--- src/rtl/alu_mdu_seq.sv ---
// RV32IM execute unit: single-cycle ALU ops plus iterative one-bit-per-cycle multiply/divide.
// Decode hands ops in over in_valid/in_ready; writeback drains results over out_valid/out_ready.
//
// state | meaning
// IDLE  | ready to accept an op
// MUL   | shift-add multiply iterating, one multiplier bit per cycle
// DIV   | restoring divide iterating, one quotient bit per cycle
// DONE  | result held until the consumer takes it
module alu_mdu_seq #(
  parameter int WIDTH = 32
) (
  input  logic             i_clk,
  input  logic             i_rst_n,
  input  logic             i_flush,
  input  logic             i_in_valid,
  output logic             o_in_ready,
  input  logic [WIDTH-1:0] i_op_a,
  input  logic [WIDTH-1:0] i_op_b,
  input  logic [4:0]       i_alu_ctrl,
  output logic             o_out_valid,
  input  logic             i_out_ready,
  output logic [WIDTH-1:0] o_result,
  output logic             o_zero,
  output logic             o_busy
);

  localparam int SHW = $clog2(WIDTH);
  localparam logic [SHW-1:0]   CNT_LAST = SHW'(WIDTH - 1);
  localparam logic [SHW-1:0]   CNT_ONE  = SHW'(1);
  localparam logic [WIDTH-1:0] MIN_NEG  = {1'b1, {(WIDTH-1){1'b0}}};

  localparam logic [4:0] OP_ADD    = 5'd0;
  localparam logic [4:0] OP_SUB    = 5'd1;
  localparam logic [4:0] OP_AND    = 5'd2;
  localparam logic [4:0] OP_OR     = 5'd3;
  localparam logic [4:0] OP_XOR    = 5'd4;
  localparam logic [4:0] OP_SLT    = 5'd5;
  localparam logic [4:0] OP_SLTU   = 5'd6;
  localparam logic [4:0] OP_SLL    = 5'd7;
  localparam logic [4:0] OP_SRL    = 5'd8;
  localparam logic [4:0] OP_SRA    = 5'd9;
  localparam logic [4:0] OP_MUL    = 5'd10;
  localparam logic [4:0] OP_MULH   = 5'd11;
  localparam logic [4:0] OP_MULHSU = 5'd12;
  localparam logic [4:0] OP_MULHU  = 5'd13;
  localparam logic [4:0] OP_DIV    = 5'd14;
  localparam logic [4:0] OP_DIVU   = 5'd15;
  localparam logic [4:0] OP_REM    = 5'd16;
  localparam logic [4:0] OP_REMU   = 5'd17;

  typedef enum logic [1:0] {S_IDLE, S_MUL, S_DIV, S_DONE} state_t;

  state_t             r_state;
  logic [SHW-1:0]     r_cnt;
  logic [4:0]         r_op;
  logic               r_qneg;
  logic               r_rneg;
  logic [WIDTH-1:0]   r_hi;
  logic [WIDTH-1:0]   r_lo;
  logic [WIDTH-1:0]   r_opnd;
  logic [WIDTH-1:0]   r_result;
  logic               r_zero;
  logic               r_out_valid;

  logic [SHW-1:0]     w_shamt;
  logic [WIDTH-1:0]   w_alu;
  logic               w_is_mul;
  logic               w_is_div;
  logic               w_a_signed;
  logic               w_b_signed;
  logic               w_sa;
  logic               w_sb;
  logic [WIDTH-1:0]   w_mag_a;
  logic [WIDTH-1:0]   w_mag_b;
  logic               w_div_special;
  logic [WIDTH-1:0]   w_fast_res;
  logic [WIDTH:0]     w_mul_sum;
  logic [WIDTH-1:0]   w_mul_hi;
  logic [WIDTH-1:0]   w_mul_lo;
  logic [2*WIDTH-1:0] w_prod;
  logic [WIDTH-1:0]   w_mul_res;
  logic [WIDTH:0]     w_div_shift;
  logic               w_div_ge;
  logic [WIDTH-1:0]   w_div_rem;
  logic [WIDTH-1:0]   w_div_quo;
  logic [WIDTH-1:0]   w_div_res;

  assign w_shamt = i_op_b[SHW-1:0];

  always_comb begin
    w_alu = '0;
    case (i_alu_ctrl)
      OP_ADD:  w_alu = i_op_a + i_op_b;
      OP_SUB:  w_alu = i_op_a - i_op_b;
      OP_AND:  w_alu = i_op_a & i_op_b;
      OP_OR:   w_alu = i_op_a | i_op_b;
      OP_XOR:  w_alu = i_op_a ^ i_op_b;
      OP_SLT:  w_alu = {{(WIDTH-1){1'b0}}, ($signed(i_op_a) < $signed(i_op_b))};
      OP_SLTU: w_alu = {{(WIDTH-1){1'b0}}, (i_op_a < i_op_b)};
      OP_SLL:  w_alu = i_op_a << w_shamt;
      OP_SRL:  w_alu = i_op_a >> w_shamt;
      OP_SRA:  w_alu = $signed(i_op_a) >>> w_shamt;
      default: w_alu = '0;
    endcase
  end

  // Low half of a product is sign-agnostic, so MUL runs unsigned like MULHU.
  always_comb begin
    w_is_mul   = (i_alu_ctrl >= OP_MUL) && (i_alu_ctrl <= OP_MULHU);
    w_is_div   = (i_alu_ctrl >= OP_DIV) && (i_alu_ctrl <= OP_REMU);
    w_a_signed = (i_alu_ctrl == OP_MULH) || (i_alu_ctrl == OP_MULHSU) ||
                 (i_alu_ctrl == OP_DIV)  || (i_alu_ctrl == OP_REM);
    w_b_signed = (i_alu_ctrl == OP_MULH) || (i_alu_ctrl == OP_DIV) ||
                 (i_alu_ctrl == OP_REM);
    w_sa       = w_a_signed & i_op_a[WIDTH-1];
    w_sb       = w_b_signed & i_op_b[WIDTH-1];
    w_mag_a    = w_sa ? -i_op_a : i_op_a;
    w_mag_b    = w_sb ? -i_op_b : i_op_b;
    w_div_special = w_is_div && ((i_op_b == '0) ||
                    (w_a_signed && (i_op_a == MIN_NEG) && (i_op_b == '1)));
    w_fast_res = w_alu;
    if (i_alu_ctrl == OP_DIV || i_alu_ctrl == OP_DIVU)
      w_fast_res = (i_op_b == '0) ? '1 : i_op_a;
    else if (i_alu_ctrl == OP_REM || i_alu_ctrl == OP_REMU)
      w_fast_res = (i_op_b == '0) ? i_op_a : '0;
  end

  // {r_hi, r_lo} holds partial product over remaining multiplier bits, shifting right.
  always_comb begin
    w_mul_sum = {1'b0, r_hi} + (r_lo[0] ? {1'b0, r_opnd} : '0);
    w_mul_hi  = w_mul_sum[WIDTH:1];
    w_mul_lo  = {w_mul_sum[0], r_lo[WIDTH-1:1]};
    w_prod    = r_qneg ? -{w_mul_hi, w_mul_lo} : {w_mul_hi, w_mul_lo};
    w_mul_res = (r_op == OP_MUL) ? w_prod[WIDTH-1:0] : w_prod[2*WIDTH-1:WIDTH];
  end

  // r_hi is the partial remainder, r_lo shifts the dividend out and quotient bits in.
  always_comb begin
    w_div_shift = {r_hi, r_lo[WIDTH-1]};
    w_div_ge    = (w_div_shift >= {1'b0, r_opnd});
    w_div_rem   = w_div_ge ? (w_div_shift[WIDTH-1:0] - r_opnd) : w_div_shift[WIDTH-1:0];
    w_div_quo   = {r_lo[WIDTH-2:0], w_div_ge};
    if (r_op == OP_DIV || r_op == OP_DIVU)
      w_div_res = r_qneg ? -w_div_quo : w_div_quo;
    else
      w_div_res = r_rneg ? -w_div_rem : w_div_rem;
  end

  always_ff @(posedge i_clk) begin
    if (!i_rst_n) begin
      r_state     <= S_IDLE;
      r_cnt       <= '0;
      r_op        <= '0;
      r_qneg      <= 1'b0;
      r_rneg      <= 1'b0;
      r_hi        <= '0;
      r_lo        <= '0;
      r_opnd      <= '0;
      r_result    <= '0;
      r_zero      <= 1'b0;
      r_out_valid <= 1'b0;
    end else if (i_flush) begin
      r_state     <= S_IDLE;
      r_cnt       <= '0;
      r_out_valid <= 1'b0;
    end else begin
      case (r_state)
        S_IDLE: begin
          if (i_in_valid) begin
            r_op   <= i_alu_ctrl;
            r_qneg <= w_sa ^ w_sb;
            r_rneg <= w_sa;
            if (w_is_mul) begin
              r_hi    <= '0;
              r_lo    <= w_mag_b;
              r_opnd  <= w_mag_a;
              r_cnt   <= CNT_LAST;
              r_state <= S_MUL;
            end else if (w_is_div && !w_div_special) begin
              r_hi    <= '0;
              r_lo    <= w_mag_a;
              r_opnd  <= w_mag_b;
              r_cnt   <= CNT_LAST;
              r_state <= S_DIV;
            end else begin
              r_result    <= w_fast_res;
              r_zero      <= (w_fast_res == '0);
              r_out_valid <= 1'b1;
              r_state     <= S_DONE;
            end
          end
        end
        S_MUL: begin
          r_hi <= w_mul_hi;
          r_lo <= w_mul_lo;
          if (r_cnt == '0) begin
            r_result    <= w_mul_res;
            r_zero      <= (w_mul_res == '0);
            r_out_valid <= 1'b1;
            r_state     <= S_DONE;
          end else begin
            r_cnt <= r_cnt - CNT_ONE;
          end
        end
        S_DIV: begin
          r_hi <= w_div_rem;
          r_lo <= w_div_quo;
          if (r_cnt == '0) begin
            r_result    <= w_div_res;
            r_zero      <= (w_div_res == '0);
            r_out_valid <= 1'b1;
            r_state     <= S_DONE;
          end else begin
            r_cnt <= r_cnt - CNT_ONE;
          end
        end
        S_DONE: begin
          if (i_out_ready) begin
            r_out_valid <= 1'b0;
            r_state     <= S_IDLE;
          end
        end
        default: begin
          r_state     <= S_IDLE;
          r_out_valid <= 1'b0;
        end
      endcase
    end
  end

  assign o_in_ready  = (r_state == S_IDLE);
  assign o_busy      = (r_state == S_MUL) || (r_state == S_DIV);
  assign o_out_valid = r_out_valid;
  assign o_result    = r_result;
  assign o_zero      = r_zero;

endmodule

--- config.mk ---
export PLATFORM = sky130hd
export DESIGN_NAME = alu_mdu_seq
export DESIGN_NICKNAME = d
export VERILOG_FILES = /design/src/rtl/alu_mdu_seq.sv
export SDC_FILE = /design/constraint.sdc
export NUM_CORES = 1
export LEC_CHECK = 0
export CORE_ASPECT_RATIO = 1.2
export CORE_MARGIN = 4
export CORE_UTILIZATION = 40
export DETAILED_ROUTE_END_ITERATION = 7
export SLEW_MARGIN = 30
export SYNTH_ARGS = -nofsm -noshare
export SYNTH_HDL_FRONTEND = slang
export SYNTH_SLANG_ARGS = --single-unit
export TNS_END_PERCENT = 5
--- constraint.sdc ---
create_clock -name i_clk -period 6.9 [get_ports i_clk]
set_input_delay 0.69 -clock i_clk [delete_from_list [all_inputs] [get_ports i_clk]]
set_output_delay 0.69 -clock i_clk [all_outputs]
set_load 0.01 [all_outputs]
# Word level (Yosys, flattened, before mapping)
# Index checks and enable logic that the tools add are counted.
# word_totals
inputBits	74
reg_bits	144
elab_cells	160
out_inout_bits	36
# classes
n_shift	3
muxes	53
n_addsub	10
bitwise_logic	8
magnitude_cmp	7
n_eq_ne	32
reduce_logical	36
# ops
op	count
$mux W32	25
$pmux W32 S10	1
$pmux W32 S3	3
$logic_not A32 Y1	4
$neg A32 Y32	4
$eq A32 B32 Y1 const B	2
$lt A32 B32 Y1	2
$mux W64	1
$neg A64 Y64	1
$sub A32 B32 Y32	2
$eq A5 B4 Y1 const B	9
$add A32 B32 Y33	1
$ge A33 B32 Y1	1
$add A32 B32 Y32	1
$and A32 B32 Y32	1
$or A32 B32 Y32	1
$shl A32 B5 Y32	1
$shr A32 B5 Y32	1
$sshr A32 B5 Y32	1
$xor A32 B32 Y32	1
$eq A5 B3 Y1 const B	4
$mux W5	4
$ne A2 B2 Y1 const B	7
$reduce_and A4 Y1	3
30 further kinds	68

# Longest topological paths before layout
# depth
ltp_word	14
ltp_mapped	28

# Least setup slack after synthesis
# No wires, ideal clock.
# synth_path
path_kind	register to register
from	reg r_hi[1]
to	reg r_zero (netlist: o_zero)
synth_period_minus_slack_ns	5.473
path_slack_ns	1.427
arrival_ns	5.399
path_buffers	7
path_stages_with_launch	25
cell_sequence	dfxtp_1 -> ha_1 -> o211a_1 -> o21a_1 -> buf_2 -> o211ai_1 -> a311oi_1 -> or2_2 -> buf_2 -> inv_1 -> clkbuf_1 -> clkbuf_1 -> buf_2 -> buf_1 -> ha_1 -> clkbuf_1 -> nand2_1 -> a21oi_1 -> o21ai_0 -> or2_2 -> a2111oi_0 -> nand4b_1 -> nor4_1 -> nand4_1 -> a31oi_1
# synth_via
elab_chain_cells	8
# synth_rtl
item	line	source
start, declared	58	logic [WIDTH-1:0] r_hi;
start signal, assigned	194	r_hi <= w_mul_hi;
start signal, assigned	206	r_hi <= w_div_rem;
$sub A32 B32 Y32 / $ge A33 B32 Y1 (equally long branches)	141, 140	
$mux W32	141	w_div_rem = w_div_ge ? (w_div_shift[WIDTH-1:0] - r_opnd) : w_div_shift[WIDTH-1:0];
$neg A32 Y32	146	w_div_res = r_rneg ? -w_div_rem : w_div_rem;
$mux W32	146	
$mux W32	143	if (r_op == OP_DIV || r_op == OP_DIVU)
$logic_not A32 Y1	210	r_zero <= (w_div_res == '0);
$mux W1	208	if (r_cnt == '0) begin
$pmux W1 S3 (*)	167	case (r_state)
end signal, assigned	187	r_zero <= (w_fast_res == '0);
end signal, assigned	198	r_zero <= (w_mul_res == '0);
end signal, assigned	210	
end, declared	62	logic r_zero;
# Every way passes the cells marked *; elsewhere a longest branch is shown, timed or not. The select of a mux whose other input is x is not followed.
# A chain may end at the register's enable or synchronous reset.

# Worst setup path after layout
# layout_path
from	reg r_lo[0]
to	reg r_zero (netlist: o_zero)
# layout_via
elab_chain_cells	8
# layout_rtl
item	line	source
start, declared	59	logic [WIDTH-1:0] r_lo;
start signal, assigned	175	r_lo <= w_mag_b;
start signal, assigned	181	r_lo <= w_mag_a;
start signal, assigned	195	r_lo <= w_mul_lo;
$mux W32	130	w_mul_sum = {1'b0, r_hi} + (r_lo[0] ? {1'b0, r_opnd} : '0);
$add A32 B32 Y33	130	
$neg A64 Y64	133	w_prod = r_qneg ? -{w_mul_hi, w_mul_lo} : {w_mul_hi, w_mul_lo};
$mux W64	133	
$mux W32	134	w_mul_res = (r_op == OP_MUL) ? w_prod[WIDTH-1:0] : w_prod[2*WIDTH-1:WIDTH];
$logic_not A32 Y1	198	
$mux W1	196	if (r_cnt == '0) begin
$pmux W1 S3 (*)	167	
# Marks and branches as above.

==> impl_metrics.csv <==
group,metric,value,unit
status,outcome,"finished with violations",
status,violations,"design-rule violations",
floorplanning,die_w,250,um
power,power_leakage,0.0121,uW
timing,hold_violations,0,
worst_setup_path,critical_path_class,"reg -> reg",
drt,dr.pass1.iters,8,
global_route,grt_start_max_net_pins,74,
clock_network,cts-hold-fix-buffers,0,
drt,drtIter0Drc,3707,
worst_setup_path,cp_num_buf_inv,2,
job,drv.max_cap_violation_count,0,
drt,wirelength,146000,um
place,place.detailed.hpwl,116000,um
logic_synthesis,synthesis.area_per_instance,6.79,um^2
floorplanning,initial_core_util,0.403,
drt,post-route-drc-count,1,
worst_setup_path,cpLargestDelayFamily,"compound AO/OA/AOI/OAI gates",
global_route,antenna_found_initial,4,
floorplanning,die-area,74400,um^2
logic_synthesis,post_synth_instance_area,28000,um^2
global_route,globalRouteOverflowTotal,0,
floorplanning,io-pin-count,110,
clock_network,cts_clock_pin_slew_for_the_worst_setup_and_hold_paths,80,ps
logic_synthesis,netlist_cell_types,98,
worst_setup_path,crit_path_start,"r_lo[0]",
cells_and_area,layout-drive-gt1-share,0.0893,
timing,actual_transition_at_the_worst_max_transition_pin,1050,ps
timing,rsz0062_at_grt,"false",
clock_network,clock_tree.htree_level_count,4,
logic_synthesis,ys.flop_type,"sky130_fd_sc_hd__dfxtp_1",
cells_and_area,final_core_utilization,0.443,
timing,slew_margin_rel,0.291,
timing,max_clock_freq,164,MHz
worst_setup_path,timing.critical_path.required,7300,ps
clock_network,tritoncts,"done",
power,power,4990,uW
timing,finalCritPeriodShare,0.885,
power,cellPowerDensity,162,nW/um^2
global_route,grt_use_total,0.369,
floorplanning,dieHeight,298,um
place,io_buffers,109,
global_route,grt_pass1_vias,31600,
clock_network,tritoncts.num_buffers,17,
timing,totalNegativeSetupSlack,0,ps
worst_setup_path,setup.worst_path.end_class,"flip-flop",
floorplanning,fp.coreArea,69600,um^2
cells_and_area,final_common_cell,"sky130_fd_sc_hd__nand2_1",
clock_network,post_cts.repair.setup_buffers,0,
worst_setup_path,crit_path_top_delay_cell,"sky130_fd_sc_hd__a21oi_1",
power,peakVddDrop,0.000146,V
worst_setup_path,timing.critical_path.slowest_cell_delay,760,ps
logic_synthesis,fraction_of_registers_with_async_set_or_reset_after_synthesis,0,
logic_synthesis,post_synthesis_sequential_area_ratio,0.103,
clock_network,cts_sinks,144,
place,placed_area,30200,um^2
floorplanning,num_rows,106,
clock_network,cts.root.buffer_cell,"sky130_fd_sc_hd__clkbuf_16",
worst_setup_path,crit_path_cell_trace,"inv_1 > buf_4 > nor2_1 > ha_1 > a21o_1 > a221oi_2 > o21ai_0 > a41oi_1 > xnor2_1 > a21oi_1 > a211oi_1 > nor4bb_1 > nand4_1 > nor4_1 > nand4_1 > nor4b_1 > a31oi_1 > a31oi_1",
worst_setup_path,arrival,6500,ps
drt,route.antenna.remaining_nets,0,
global_route,grt_pass1_wl,211000,um
worst_setup_path,r2r-start,"r_lo[0]",
cells_and_area,most-common-layout-cells,"sky130_fd_sc_hd__nand2_1 (502), sky130_fd_sc_hd__nor2_1 (372), sky130_fd_sc_hd__a21oi_1 (301), sky130_fd_sc_hd__o21ai_0 (265), sky130_fd_sc_hd__ha_1 (171)",
timing,final.setup_skew,13.4,ps
worst_setup_path,worst_setup_path_start_kind,"flip-flop",
worst_hold_path,holdCritStartpoint,"o_result[23]",
cells_and_area,nNetsFinal,4314,
clock_network,cts_max_path_buffers,2,
cells_and_area,flow.area_growth_from_synthesis,10.0,%
drt,detailed_route_vias_per_instance,6.72,
worst_hold_path,hold_path.class,"reg -> reg",
logic_synthesis,syn-instance-count,4128,
drt,vias,33600,
cells_and_area,layout.cell_area.non_filler,30900,um^2
timing,final-setup-viol-count,0,
logic_synthesis,synth_nets,4380,
timing,number_of_pins_exceeding_their_max_slew_limit_in_the_final_report,0,
clock_network,clock_latency,470,ps
timing,finalCriticalPeriod,6110,ps
clock_network,cts_resized,0,
cells_and_area,antennaDiodeCount,0,
logic_synthesis,synth-edff-count,0,
timing,finalHoldWorstSlack,463,ps
place,last_weighted_congestion_value_of_the_routability_driven_placer,1.10,
logic_synthesis,yosys_register_bits,144,
drt,routedWlPerCell,29.2,um
logic_synthesis,ys.warnings.count,0,
worst_setup_path,critical_path.max_fanout,31,
==> final timing paths <==
path         slack [ps]  cells after the start      endpoint
min reg2reg         460                      2  o_result[23]
max reg2reg         790                     18        o_zero
max                 790                     18        o_zero
min                 460                      2  o_result[23]
==> cell families (layout without fill, tap and decap cells) <==
logic type                 after synthesis  in the layout  share of synthesized area
buffers and inverters                  533            480                     0.0725
DFF                                    144            144                      0.103
AOI/OAI and AO/OA                     1408           1408                      0.346
adders and majority gates              178            178                     0.0805
muxes                                  150            150                     0.0801
and+or+nand+nor                       1532           1532                      0.261
xor gates and xnor gates               183            183                     0.0571
==> Yosys cell counts (16+ instances only) <==
master | instances | area share
sky130_fd_sc_hd__dfxtp_1 | 144 | 0.10
sky130_fd_sc_hd__o22ai_1 | 28 | 0.0062
sky130_fd_sc_hd__o211a_1 | 40 | 0.014
sky130_fd_sc_hd__mux2i_1 | 68 | 0.024
sky130_fd_sc_hd__nand4_1 | 54 | 0.012
sky130_fd_sc_hd__o2111ai_1 | 17 | 0.0053
sky130_fd_sc_hd__a211o_1 | 30 | 0.0094
sky130_fd_sc_hd__a21oi_1 | 302 | 0.054
sky130_fd_sc_hd__mux2_2 | 25 | 0.010
sky130_fd_sc_hd__a31oi_1 | 44 | 0.0098
sky130_fd_sc_hd__and2_1 | 47 | 0.010
sky130_fd_sc_hd__mux4_2 | 57 | 0.046
sky130_fd_sc_hd__ha_1 | 174 | 0.078
sky130_fd_sc_hd__nor2_1 | 374 | 0.050
sky130_fd_sc_hd__nor3_1 | 111 | 0.020
sky130_fd_sc_hd__a22oi_1 | 17 | 0.0046
sky130_fd_sc_hd__and3_1 | 30 | 0.0067
sky130_fd_sc_hd__a211oi_1 | 56 | 0.015
sky130_fd_sc_hd__a311oi_1 | 21 | 0.0066
sky130_fd_sc_hd__a221oi_1 | 53 | 0.017
sky130_fd_sc_hd__nand2_1 | 503 | 0.067
sky130_fd_sc_hd__buf_1 | 49 | 0.0066
sky130_fd_sc_hd__o41ai_1 | 19 | 0.0059
sky130_fd_sc_hd__o21bai_1 | 21 | 0.0056
sky130_fd_sc_hd__nor4_1 | 44 | 0.0098
sky130_fd_sc_hd__o21a_1 | 28 | 0.0075
sky130_fd_sc_hd__xor2_1 | 58 | 0.018
sky130_fd_sc_hd__xnor2_1 | 125 | 0.039
sky130_fd_sc_hd__a21boi_0 | 78 | 0.021
sky130_fd_sc_hd__a21o_1 | 49 | 0.013
sky130_fd_sc_hd__clkbuf_1 | 294 | 0.039
sky130_fd_sc_hd__nor2b_1 | 40 | 0.0089
sky130_fd_sc_hd__o211ai_1 | 92 | 0.025
sky130_fd_sc_hd__a2111oi_0 | 16 | 0.0050
sky130_fd_sc_hd__or3_1 | 35 | 0.0078
sky130_fd_sc_hd__nand3_1 | 132 | 0.024
sky130_fd_sc_hd__a22o_1 | 20 | 0.0062
sky130_fd_sc_hd__o21ai_0 | 267 | 0.048
sky130_fd_sc_hd__nand2b_1 | 35 | 0.0078
sky130_fd_sc_hd__inv_1 | 169 | 0.023
sky130_fd_sc_hd__or2_2 | 23 | 0.0051
sky130_fd_sc_hd__o31ai_1 | 47 | 0.013
sky130_fd_sc_hd__or4_1 | 21 | 0.0056
==> worst reg2reg max path, delay by kind of cell, from the launching register on <==
kind	cells	cell delay, ps
fa+ha+maj	1	350
xor+xnor	1	210
buf+inv	2	450
simple gates	6	1790
compound gates	8	2850
flops	1	400
==> power by group <==
group / leakage (uW) / internal [uW] / switching [uW]
Clock: 0.000294 / 492 / 490
Sequential: 0.00117 / 884 / 98.6
Combinational: 0.0106 / 1030 / 1990
==> sequential cells by signal, indices dropped and copies added, names as in the netlist <==
signal / flops
o_result: 32
r_hi: 32
r_lo: 32
r_opnd: 32
r_cnt: 5
r_op: 5
r_state: 2
o_out_valid: 1
o_zero: 1
r_qneg: 1
r_rneg: 1
==> routing by layer <==
metal / share of wire / GRT usage
met1: 0.37 / 0.426
met2: 0.47 / 0.624
met3: 0.067 / 0.0381
met4: 0.097 / 0.289
met5: 0.00019 / 0
==> per-stage QoR <==
stage / setup WS (ps) / instances
floorplan: 1430 / 4128
global placement: 818 / 4961
detailed placement: 926 / 4961
CTS: 948 / 4993
global route: 448 / 4993
finish: 793 / 4993
==> layout make-up <==
type                            instances  area, um^2
Clock buffer                           17         425
Clock inverter                         15         188
Fill cell                            7363       38800
Inverter                              175         657
Multi-Input combinational cell       3451       23200
Sequential cell                       144        2880
Tap cell                              918        1150
Timing Repair Buffer                  273        2350
Power figures use the tool's default switching activity.
